[src/rtl/sys_bridge_pkg.sv]
// Shared types and constants for the CPU-to-slot system bridge.
// Slot map defaults: data memory, timer 0, timer 1.
package sys_bridge_pkg;

   localparam int AW = 32;
   localparam int DW = 32;
   localparam int BW = 4;

   typedef enum logic [1:0] {
      S_IDLE   = 2'd0,
      S_ACCESS = 2'd1,
      S_RESP   = 2'd2
   } state_e;

   localparam logic [AW-1:0] DM_BASE  = 32'h0000_0000;
   localparam logic [AW-1:0] DM_MASK  = 32'hFFFF_C000;
   localparam logic [AW-1:0] TC0_BASE = 32'h0000_7F00;
   localparam logic [AW-1:0] TC0_MASK = 32'hFFFF_FFF0;
   localparam logic [AW-1:0] TC1_BASE = 32'h0000_7F10;
   localparam logic [AW-1:0] TC1_MASK = 32'hFFFF_FFF0;

   function automatic int idx_w(input int n);
      return (n > 1) ? $clog2(n) : 1;
   endfunction

endpackage

[src/rtl/sys_bridge_addr_decoder.sv]
// Parallel base/mask slot decoder; the lowest hitting slot wins.
module addr_decoder
   import sys_bridge_pkg::*;
#(
   parameter int N  = 3,
   parameter int IW = 2
) (
   input  logic [AW-1:0]   addr_i,
   input  logic [N*AW-1:0] base_i,
   input  logic [N*AW-1:0] mask_i,
   output logic            hit_o,
   output logic [IW-1:0]   idx_o,
   output logic [N-1:0]    onehot_o
);

   // Walk high to low so the lowest index overrides on overlap.
   always_comb begin
      hit_o    = 1'b0;
      idx_o    = '0;
      onehot_o = '0;
      for (int i = N - 1; i >= 0; i--) begin
         if ((addr_i & mask_i[i*AW +: AW]) == base_i[i*AW +: AW]) begin
            hit_o    = 1'b1;
            idx_o    = IW'(i);
            onehot_o = N'(1) << i;
         end
      end
   end

endmodule

[src/rtl/sys_bridge.sv]
// Multi-cycle bridge from the CPU data port to N memory-mapped slots,
// with bus-error reporting for unmapped addresses and slot timeouts.
module sys_bridge
   import sys_bridge_pkg::*;
#(
   parameter int                    N_SLV    = 3,
   parameter logic [N_SLV*AW-1:0]   SLV_BASE = {TC1_BASE, TC0_BASE, DM_BASE},
   parameter logic [N_SLV*AW-1:0]   SLV_MASK = {TC1_MASK, TC0_MASK, DM_MASK},
   parameter int                    TIMEOUT  = 16
) (
   input  logic                clk,
   input  logic                reset_n,
   input  logic                cpu_req,
   input  logic [AW-1:0]       cpu_addr,
   input  logic [DW-1:0]       cpu_wdata,
   input  logic [BW-1:0]       cpu_byteen,
   output logic                cpu_busy,
   output logic                cpu_ack,
   output logic [DW-1:0]       cpu_rdata,
   output logic                cpu_err,
   output logic [AW-1:0]       cpu_err_addr,
   output logic [N_SLV-1:0]    slv_sel,
   output logic [AW-1:0]       slv_addr,
   output logic [DW-1:0]       slv_wdata,
   output logic [BW-1:0]       slv_byteen,
   input  logic [N_SLV-1:0]    slv_ready,
   input  logic [N_SLV*DW-1:0] slv_rdata
);

   localparam int IW = idx_w(N_SLV);
   localparam int CW = (TIMEOUT > 0) ? $clog2(TIMEOUT + 1) : 1;

   state_e             state_q;
   logic [IW-1:0]      idx_q;
   logic [N_SLV-1:0]   sel_q;
   logic [AW-1:0]      addr_q;
   logic [DW-1:0]      wdata_q;
   logic [BW-1:0]      be_q;
   logic [CW-1:0]      cnt_q;
   logic [DW-1:0]      rdata_q;
   logic               err_q;
   logic [AW-1:0]      err_addr_q;

   logic               dec_hit;
   logic [IW-1:0]      dec_idx;
   logic [N_SLV-1:0]   dec_oh;
   logic               in_acc;
   logic               tmo;

   addr_decoder #(
      .N  (N_SLV),
      .IW (IW)
   ) u_dec (
      .addr_i   (cpu_addr),
      .base_i   (SLV_BASE),
      .mask_i   (SLV_MASK),
      .hit_o    (dec_hit),
      .idx_o    (dec_idx),
      .onehot_o (dec_oh)
   );

   assign in_acc = (state_q == S_ACCESS);
   assign tmo    = (TIMEOUT != 0) && (cnt_q == CW'(TIMEOUT - 1));

   always_ff @(posedge clk or negedge reset_n) begin
      if (!reset_n) begin
         state_q    <= S_IDLE;
         idx_q      <= '0;
         sel_q      <= '0;
         addr_q     <= '0;
         wdata_q    <= '0;
         be_q       <= '0;
         cnt_q      <= '0;
         rdata_q    <= '0;
         err_q      <= 1'b0;
         err_addr_q <= '0;
      end else begin
         unique case (state_q)
            S_IDLE: begin
               if (cpu_req) begin
                  addr_q  <= cpu_addr;
                  wdata_q <= cpu_wdata;
                  be_q    <= cpu_byteen;
                  cnt_q   <= '0;
                  if (dec_hit) begin
                     idx_q   <= dec_idx;
                     sel_q   <= dec_oh;
                     state_q <= S_ACCESS;
                  end else begin
                     err_q      <= 1'b1;
                     rdata_q    <= '0;
                     err_addr_q <= cpu_addr;
                     state_q    <= S_RESP;
                  end
               end
            end
            S_ACCESS: begin
               // Ready beats a coincident timeout.
               if (slv_ready[idx_q]) begin
                  rdata_q <= (be_q == '0) ? slv_rdata[idx_q*DW +: DW] : '0;
                  err_q   <= 1'b0;
                  sel_q   <= '0;
                  state_q <= S_RESP;
               end else if (tmo) begin
                  rdata_q    <= '0;
                  err_q      <= 1'b1;
                  err_addr_q <= addr_q;
                  sel_q      <= '0;
                  state_q    <= S_RESP;
               end else begin
                  cnt_q <= cnt_q + CW'(1);
               end
            end
            S_RESP: begin
               cnt_q   <= '0;
               state_q <= S_IDLE;
            end
            default: state_q <= S_IDLE;
         endcase
      end
   end

   assign cpu_busy     = (state_q != S_IDLE);
   assign cpu_ack      = (state_q == S_RESP);
   assign cpu_rdata    = rdata_q;
   assign cpu_err      = err_q;
   assign cpu_err_addr = err_addr_q;
   assign slv_sel      = sel_q;
   assign slv_addr     = in_acc ? addr_q : '0;
   assign slv_wdata    = in_acc ? wdata_q : '0;
   assign slv_byteen   = in_acc ? be_q : '0;

endmodule

[config.mk]
export PLATFORM = sky130hd
export DESIGN_NAME = sys_bridge
export DESIGN_NICKNAME = d
export VERILOG_FILES = /design/src/rtl/sys_bridge_pkg.sv /design/src/rtl/sys_bridge_addr_decoder.sv /design/src/rtl/sys_bridge.sv
export SDC_FILE = /design/constraint.sdc
export NUM_CORES = 1
export LEC_CHECK = 0
export ABC_AREA = 1
export CORE_ASPECT_RATIO = 1.75
export CORE_UTILIZATION = 44
export CTS_BUF_LIST = sky130_fd_sc_hd__clkbuf_4
export CTS_CLUSTER_SIZE = 8
export DETAILED_ROUTE_END_ITERATION = 7
export PLACE_DENSITY = 0.85
export SLEW_MARGIN = 40
export SYNTH_ARGS = -nofsm -noshare
export SYNTH_HDL_FRONTEND = slang
export SYNTH_HIERARCHICAL = 1
export SYNTH_SLANG_ARGS = --single-unit
[constraint.sdc]
create_clock -name clk -period 1.6 [get_ports clk]
set_input_delay 0.4 -clock clk [delete_from_list [all_inputs] [get_ports clk]]
set_output_delay 0.4 -clock clk [all_outputs]
set_load 0.005 [all_outputs]
==> impl_metrics.toml <==
[outcome]
status = "finished with violations"
failed_checks = "setup timing"

[clock_network]
cts_buffer_depth = 2
cts.clk_slew.worst_paths_ns = 0.12
cts.sinks = 145
cts_tree = "built"
cts_made_buffers = 17
htreeDepth = 4
clock_latency_ns = 0.59
root_buffer = "clkbuf_4"

[timing]
drv_slew = 0
finalSetupTns_ns = -89.22
layout_min_cycle_time_ns = 2.26
max_freq_mhz = 442
max-slew-margin-rel = 0.652
rsz0062_at_grt = "true"
tightest_slew_ns = 0.521
skew_ns = 0.0283
setup_violations = 222
min_period_over_period = 1.41
worst_slack_ns = -0.661
hold_violations = 0

[synth]
async_reset_ff_frac = 1.00
yosysTopAreaCell = "dfrtp_1"
synth_common_cells = "nand2_1 (640), inv_1 (201), dfrtp_1 (145)"
syn-cell-area_um2 = 9580
post-synth-top-count-cell = "nand2_1"
synth_seq_cells = 145
synthTopCellsByArea = "dfrtp_1 (38%), nand2_1 (25%), inv_1 (7.9%)"
syn_inst = 1525
synth-edff-count = 0
yosys_warnings = 6
avgSynthCellArea_um2 = 6.28
synth_ff_type = "dfrtp_1"
ys_seq_area_frac = 0.379
synth_top_area_share = 0.379
synth_cell_types = 30

[power_and_ir_drop]
power.density_nw_per_um2 = 547
ir_drop_mv = 0.448
power_mw = 9.36
leakagePower_nw = 9.39

[cells_and_area]
fin_util = 0.800
fillCellCount = 1389
drive_above_1_share = 0.237
nets = 2523
area_growth_pct = 78.7

[grt]
grt_pass1_vias = 12000
grt-ovfl-total = 0
grt_pass1_wl_mm = 57.6
grtUsageTotal = 0.335
grt_max_degree = 48
antenna_found_initial = 1

[critical_path]
crit_chain = "clkinv_4 -> nand2_8 -> buf_6 -> buf_12 -> buf_16 -> nor2_4 -> buf_2"
worstPathRequired_ns = 1.20
critPathSlowestCell = "dfrtp_1"
critPathKind = "reg2out"
worst_setup_path_end_kind = "output port"
arrival_ns = 1.86
critPathTopFamily = "buffers and inverters"
cp-start-kind = "flip-flop"
reg2reg_slack_ns = -0.59
path_max_fanout = 7
crit_buf_inv = 5
slowest_delay_ns = 0.45

[drt]
drc_errors = 0
drtAntennaViolNets = 0
drtPass1Iterations = 6
routed_wl_mm = 41.7
vias = 12800
drtIter0Drc = 969
routedWlPerCell_um = 15.7
viasPerCell = 4.83

[place]
pre_cts_slack_ns = -0.999
portBuffers = 307
gp_congestion = 0.869
dp_hpwl_mm = 25.2

[worst_hold_path]
hold_path.class = "in2reg"

[floorplanning]
initial_core_util = 0.448
fp.dieArea_um2 = 22400
die_h_um = 197
io-pin-count = 308
rows = 71
die_w_um = 114
coreArea_um2 = 21400

[flow_run]
drv_cap = 0
[report_power, final]
part / internal, mW / total [mW] / switching (mW)
logic: 1.23 / 2.70 / 1.47
clock network: 1.09 / 2.50 / 1.41
registers: 3.99 / 4.17 / 0.175
total: 6.32 / 9.36 / 3.05
[area by class of cell]
class	instances	area, um^2	share of cell area
Inverter	207	798	0.0466
Clock inverter	11	141	0.00825
Antenna cell	1	2.50	0.000146
Multi-Input combinational cell	1472	7140	0.417
Clock buffer	19	143	0.00833
Tap cell	292	365	0.0213
Sequential cell	145	3630	0.212
Timing Repair Buffer	508	4900	0.286
[repair_timing]
action / in CTS / in global routing
hold buffers: 1 / 0
pin swaps: 14 / 42
gates cloned: 15 / 8
buffers inserted: 71 / 19
setup endpoints to repair: 216 / 227
hold endpoints to repair: 39 / 0
gates resized for setup: 687 / 214
[sequential cells by signal, indices dropped and copies added (netlist names)]
register      flops
addr_q           32
be_q              4
cnt_q             5
cpu_err           1
cpu_err_addr     32
cpu_rdata        32
idx_q             2
slv_sel           3
state_q           2
wdata_q          32
[cells by family (layout without fill, tap and decap cells)]
group                      after synthesis  after routing  share of synthesized area
and+or+nand+nor                        958            959                      0.422
xor gates and xnor gates                 9              9                    0.00823
adders and majority gates                2              2                    0.00261
other                                    2            364                   0.000784
buffers and inverters                  270            745                      0.115
AOI/OAI and AO/OA                      139            139                     0.0726
DFF                                    145            145                      0.379
[worst reg2reg max path, cell delays in order (launching register included)]
cell and delay [ns]:
dfrtp_1 0.45, clkinv_4 0.12, nand2_8 0.11, buf_6 0.13, buf_4 0.11, buf_6 0.11
buf_6 0.09, buf_6 0.10, nor2_4 0.05, buf_6 0.13, nor2_4 0.19, nand2_8 0.12
buf_12 0.15, buf_16 0.13, nand2_2 0.05, nand2_1 0.04
[layout by cell type (no fill, tap or decap), types with 3 or more instances in the layout]
cell type        instances
conb_1                 363
clkbuf_16                8
nand2_1                544
xor2_1                   9
nand4_1                 15
buf_6                   37
buf_2                  117
clkdlybuf4s15_1          7
nor2_4                  55
nand3_1                139
o21ai_0                 99
bufinv_16                3
nor2_2                  21
nand2_4                 33
nand2_2                 67
nor2_1                  34
buf_12                  35
buf_4                  119
buf_8                    7
nand3b_1                34
nand2_8                  5
buf_16                   6
or2_4                    3
dfrtp_1                143
clkbuf_4                19
nand3_2                  3
clkinv_4                 3
inv_1                  199
dlygate4sd2_1            4
clkinv_2                 4
a21oi_1                 35
dlymetal6s2s_1          13
clkdlybuf4s50_1        152
[worst paths after layout]
path / startpoint / end / depth (start not counted)
max: state_q[1]$_DFFE_PN0P_ / slv_wdata[7] / 7
min: cpu_addr[5] / addr_q[5]$_DFFE_PN0P_ / 3
max reg2reg: state_q[1]$_DFFE_PN0P_ / cpu_err_addr[18]$_DFFE_PN0P_ / 15
min reg2reg: cpu_err_addr[30]$_DFFE_PN0P_ / cpu_err_addr[30]$_DFFE_PN0P_ / 2
max in group asynchronous: reset_n / addr_q[28]$_DFFE_PN0P_ / 3
min in group asynchronous: reset_n / cpu_rdata[23]$_DFFE_PN0P_ / 2
[routing by layer]
layer,vias to the layer above,GRT usage,wire [um]
met5,-,0,0
met4,0,0.226,3670
met3,273,0.0697,3120
met2,691,0.643,21500
met1,5878,0.308,13400
li1,5983,-,-
[stage by stage]
| step | instance area [um^2] | instances | hold slack [ns] |
|---|---|---|---|
| after floorplan | 11000 | 1886 | 0.104 |
| after global placement | 15200 | 2531 | 0.364 |
| after detailed placement | 15200 | 2531 | 0.371 |
| after CTS | 16300 | 2643 | 0.310 |
| after global routing | 17100 | 2655 | 0.187 |
| final | 17100 | 2655 | 0.150 |
No activity file was read; power rests on OpenSTA's default activity.
==> edit 1, RTL diff (same flow settings) <==
Change the parameter `TIMEOUT` from 16 to 8.
--- a/src/rtl/sys_bridge.sv
+++ b/src/rtl/sys_bridge.sv
@@ -6,7 +6,7 @@
    parameter int                    N_SLV    = 3,
    parameter logic [N_SLV*AW-1:0]   SLV_BASE = {TC1_BASE, TC0_BASE, DM_BASE},
    parameter logic [N_SLV*AW-1:0]   SLV_MASK = {TC1_MASK, TC0_MASK, DM_MASK},
-   parameter int                    TIMEOUT  = 16
+   parameter int                    TIMEOUT  = 8
 ) (
    input  logic                clk,
    input  logic                reset_n,
Check against the original RTL: no difference found for any inputs over 4 cycles, from zero or initial values and one cycle with reset_n low; that may be too few to reach the edited logic, so the function may still have changed.
==> edit 1 against the unedited design <==
- the flow still finishes with violations (negative setup slack)
- sequential cell count is 1 lower
- cell area is 7.9% lower
- worst setup slack improved by 0.043 ns
- global-route usage barely moved
- clock skew is 0.0011 ns higher
- non-clock buffer count shrank 31
- synthesized area down 4.6%
- routed wire length down 13%
- fmax rose by 1.9%
Power is not compared: it rests on default switching activity, and its combinational part moved more than twofold at a synthesized area within 25%.
==> edit 1: results <==
export IMPL_status="finished, violations left"
export IMPL_violations="negative setup slack"
export IMPL_cts_hold_buf=1
export IMPL_tns_ns=-73.26
export IMPL_setup_ws_ns=-0.6184
export IMPL_cp_arrival_ns=1.82
export IMPL_postCtsSetupBuffers=47
export IMPL_antenna_found_initial=3
export IMPL_synthXorXnorAreaFrac_pct=0.8627
export IMPL_syn_avg_cell_area_sq_um=6.426
export IMPL_met1_usage_pct=31.50
export IMPL_place_area_sq_mm=0.01457
export IMPL_grt_pass1_wl_microns=55710
export IMPL_pre_cts_ws_ns=-1.051
export IMPL_clkCellAreaFrac_pct=1.935
export IMPL_wl_met2_microns=19660
export IMPL_critical_path_max_stage_delay_ns=0.41
export IMPL_async_reset_ff_share_pct=100.0
export IMPL_wl_met3_microns=2103
export IMPL_buffers=477
export IMPL_post_drt_wl_per_cell_microns=14.65
export IMPL_nFillCells=1481
export IMPL_drtPass1Iterations=5
export IMPL_met3_usage_pct=6.533
export IMPL_setup_viol=215
export IMPL_drive_above_1_share_pct=21.05
export IMPL_path_max_fanout=7
export IMPL_synth_compound_area_share_pct=9.421
export IMPL_hpwl_microns=23870
export IMPL_clkSinkCount=144
export IMPL_placedCellCount=2376
export IMPL_ys_types=31
export IMPL_post_cts_resized=684
export IMPL_drt_initial_drc_count=539
export IMPL_bufAreaShareNonClock_pct=28.47
export IMPL_postLayoutCellArea_sq_mm=0.01578
export IMPL_met1Wirelength_microns=11980
export IMPL_seq_area_sq_mm=0.003605
export IMPL_diodes=3
export IMPL_grt_pass1_vias=11430
export IMPL_grt_max_degree=39
export IMPL_ys_seq_area_share_pct=39.44
export IMPL_use_met2_pct=64.62
export IMPL_mappedNetlistArea_sq_mm=0.009138
export IMPL_inverters=144
export IMPL_synthAdderAreaFrac_pct=0.1369
export IMPL_top_layer_used="met4"
export IMPL_synth_commonest_cells="nand2_1 (572), o21ai_0 (156), dfrtp_1 (144), inv_1 (139), nor2_1 (138)"
export IMPL_multiInputGateArea_sq_mm=0.006519
export IMPL_place_gp_congestion=0.8883
export IMPL_cts_root_buffer="clkbuf_4"
export IMPL_vias_per_cell=4.714
export IMPL_stdcell_count=2484
## edit 1: cell count changes in the layout (fill, tap and decap cells not counted), sizes merged, moves of 3 or more
cell and change:
a21oi -31, buf -26, bufbuf +8, clkbuf +4, clkdlybuf4s15 +5, clkdlybuf4s50 -12
dlygate4sd2 +3, dlymetal6s2s -13, inv -60, nand2 -71, nand3 -28, nand3b -3
nor2 +36, o21ai +64
## edit 1: worst paths after layout
check,startpoint,end,slack (ns),cells past startpoint
min in group asynchronous,reset_n,wdata_q[19]$_DFFE_PN0P_,0.27,2
worst max register to register,state_q[0]$_DFFE_PN0P_,be_q[3]$_DFFE_PN0P_,-0.43,11
max in group asynchronous,reset_n,addr_q[31]$_DFFE_PN0P_,0.72,3
worst min register to register,cpu_rdata[24]$_DFFE_PN0P_,cpu_rdata[24]$_DFFE_PN0P_,0.48,2
worst max-delay path,state_q[1]$_DFFE_PN0P_,slv_wdata[16],-0.62,5
worst min-delay path,cpu_addr[13],addr_q[13]$_DFFE_PN0P_,0.13,3
==> edit 2, RTL diff (same flow settings) <==
Made on the original files. The 3 states of `state_e` get a one-hot encoding in 3 bits.
--- a/src/rtl/sys_bridge_pkg.sv
+++ b/src/rtl/sys_bridge_pkg.sv
@@ -6,10 +6,10 @@
    localparam int DW = 32;
    localparam int BW = 4;
 
-   typedef enum logic [1:0] {
-      S_IDLE   = 2'd0,
-      S_ACCESS = 2'd1,
-      S_RESP   = 2'd2
+   typedef enum logic [2:0] {
+      S_IDLE   = 3'b001,
+      S_ACCESS = 3'b010,
+      S_RESP   = 3'b100
    } state_e;
 
    localparam logic [AW-1:0] DM_BASE  = 32'h0000_0000;
Function: same outputs for any inputs over 4 cycles, from zero or initial values and one cycle with reset_n low; so few cycles prove little.
==> edit 2 against the unedited design <==
- the flow finishes with violations (design-rule violations, negative setup slack)
- cell area is 0.65% higher
- routed wire length is 9.5% higher
- worst hold slack better by 0.066 ns
- synthesized area is 0.71% lower
- worst setup slack worse by 0.068 ns
- count of clock-buffer cells in the layout is 1 lower
- sequential share of layout area hardly changed
- sequential cell count is 1 higher
Power is not compared: it rests on default switching activity, and its combinational part moved more than twofold at a synthesized area within 25%.
==> edit 2: results <==
export IMPL_status="finished, violations left"
export IMPL_violations="design-rule violations, negative setup slack"
export IMPL_path_max_fanout=6
export IMPL_grt_pass1_vias=12006
export IMPL_critical_path_max_stage_delay_ns=0.60
export IMPL_cts_max_level=4
export IMPL_synth_commonest_cells="nand2_1 (516), o21ai_0 (158), dfrtp_1 (145), inv_1 (140), nor2_1 (137)"
export IMPL_synth_main_ff_cell="dfrtp_1"
export IMPL_ys_types=34
export IMPL_hp_class="in2async"
export IMPL_cts_buffers=17
export IMPL_drt_initial_drc_count=1443
export IMPL_met3_usage_pct=6.734
export IMPL_post_drt_wl_per_cell_microns=17.78
export IMPL_drive_above_1_share_pct=21.37
export IMPL_place_gp_congestion=0.8794
export IMPL_cpMaxStageDelayCell="dfstp_2"
export IMPL_setup_viol=217
export IMPL_drtPass1Iterations=8
export IMPL_hpwl_microns=26340
export IMPL_met1_usage_pct=33.43
export IMPL_antenna_found_initial=1
export IMPL_finalNetCount=2472
export IMPL_placedCellCount=2407
export IMPL_cp_arrival_ns=1.93
export IMPL_cp_top_family="flip-flops"
export IMPL_drcViolationCount=3
export IMPL_synth_area_leaders="dfrtp_1 (38%), nand2_1 (20%), o21ai_0 (8.3%), nand3_1 (7.0%), inv_1 (5.5%)"
export IMPL_nFillCells=1260
export IMPL_place_area_sq_mm=0.01497
export IMPL_syn_avg_cell_area_sq_um=6.562
export IMPL_port_buffers=307
export IMPL_ys_seq_area_share_pct=38.41
export IMPL_use_met2_pct=62.17
export IMPL_peakVddDrop_mv=0.4662
export IMPL_async_reset_ff_share_pct=100.0
export IMPL_setup_ws_ns=-0.7285
export IMPL_grt_overflow_total=0
export IMPL_cts_path_max_buffers=2
export IMPL_synth_warnings=6
export IMPL_clk_pin_slew_ns=0.15
export IMPL_clkLatencyLatePin_ns=0.60
export IMPL_clock_skew_ns=0.02921
export IMPL_cap_violations=0
export IMPL_cts_root_buffer="clkbuf_4"
export IMPL_areaGrowthSynthToFinish_pct=81.17
export IMPL_grt_pass1_wl_microns=58040
export IMPL_track_usage_pct=33.62
export IMPL_grt_max_degree=53
export IMPL_leakage_uw=0.009639
export IMPL_timing_final_hold_violations=0
export IMPL_vias=13340
export IMPL_stdcell_count=2565
## edit 2: cell types whose count changed after synthesis, moves of 3 or more
cell and change:
a21oi_1 -32, buf_4 -3, buf_6 +6, clkbuf_1 +5
inv_1 -61, nand2_1 -124, nand2_2 -3, nand3_1 -8
nand4_1 +43, nor2_1 +35, o21ai_0 +55, o21ai_1 +6
## edit 2: worst paths after layout
check,startpoint,cells past startpoint,to,slack [ns]
max,state_q[0]$_DFFE_PN1P_,7,slv_addr[18],-0.73
min,reset_n,2,wdata_q[10]$_DFFE_PN0P_,0.22
max reg2reg,state_q[0]$_DFFE_PN1P_,12,cpu_err_addr[3]$_DFFE_PN0P_,-0.55
min reg2reg,cpu_rdata[26]$_DFFE_PN0P_,2,cpu_rdata[26]$_DFFE_PN0P_,0.49
max in group asynchronous,reset_n,3,wdata_q[22]$_DFFE_PN0P_,0.74
min in group clk,cpu_addr[11],3,addr_q[11]$_DFFE_PN0P_,0.22
## edit 2: area by class of cell
cell class,count,share of cell area [%]
Antenna cell,1,0.01452
Clock buffer,18,0.7839
Clock inverter,13,0.6605
Inverter,148,3.368
Multi-Input combinational cell,1447,39.40
Sequential cell,146,21.21
Tap cell,252,1.829
Timing Repair Buffer,540,32.74
## edit 2: power breakdown
group / internal [uW] / switching [uW]
Clock: 775 / 1510
Combinational: 4500 / 5160
Sequential: 4950 / 662
Total: 10200 / 7340
## edit 2: per-layer routing
layer / vias to the layer above / part of all wire (%)
met5: - / 0
met4: 0 / 9.0
met3: 327 / 9.8
met2: 947 / 49
met1: 6095 / 32
li1: 5971 / -
## edit 2: cell families (layout without fill, tap and decap cells)
family / after synthesis / in the layout / synth area share (%)
adder cells (fa/ha/maj): 2 / 2 / 0.2629
other: 2 / 364 / 0.07892
AND/OR/NAND/NOR: 905 / 905 / 41.67
XOR/XNOR: 9 / 9 / 0.8284
flip-flops: 146 / 146 / 38.41
AO/OA/AOI/OAI: 168 / 168 / 8.836
buffers and inverters: 218 / 719 / 9.914
## edit 2: per-stage QoR
| step | setup TNS [ns] | hold WS [ns] | worst slack (ns) |
|---|---|---|---|
| finish | -93.32 | 0.2166 | -0.7285 |
| global route | -104.16 | 0.2065 | -0.7835 |
| CTS | -84.79 | 0.2016 | -0.8552 |
| detailed placement | -94.90 | 0.2784 | -1.000 |
| global placement | -87.55 | 0.2776 | -0.8974 |
| floorplan | -4.038 | 0.1044 | -0.04370 |
## edit 2: what timing repair did
action                                  in CTS  in global routing
buffers inserted                            30                 69
hold endpoints to repair                    53                  0
resized for setup                          316                368
pin swaps                                   14                 27
hold buffers                                 1                  0
endpoints found under the setup margin     229                282
cloned                                       9                 24
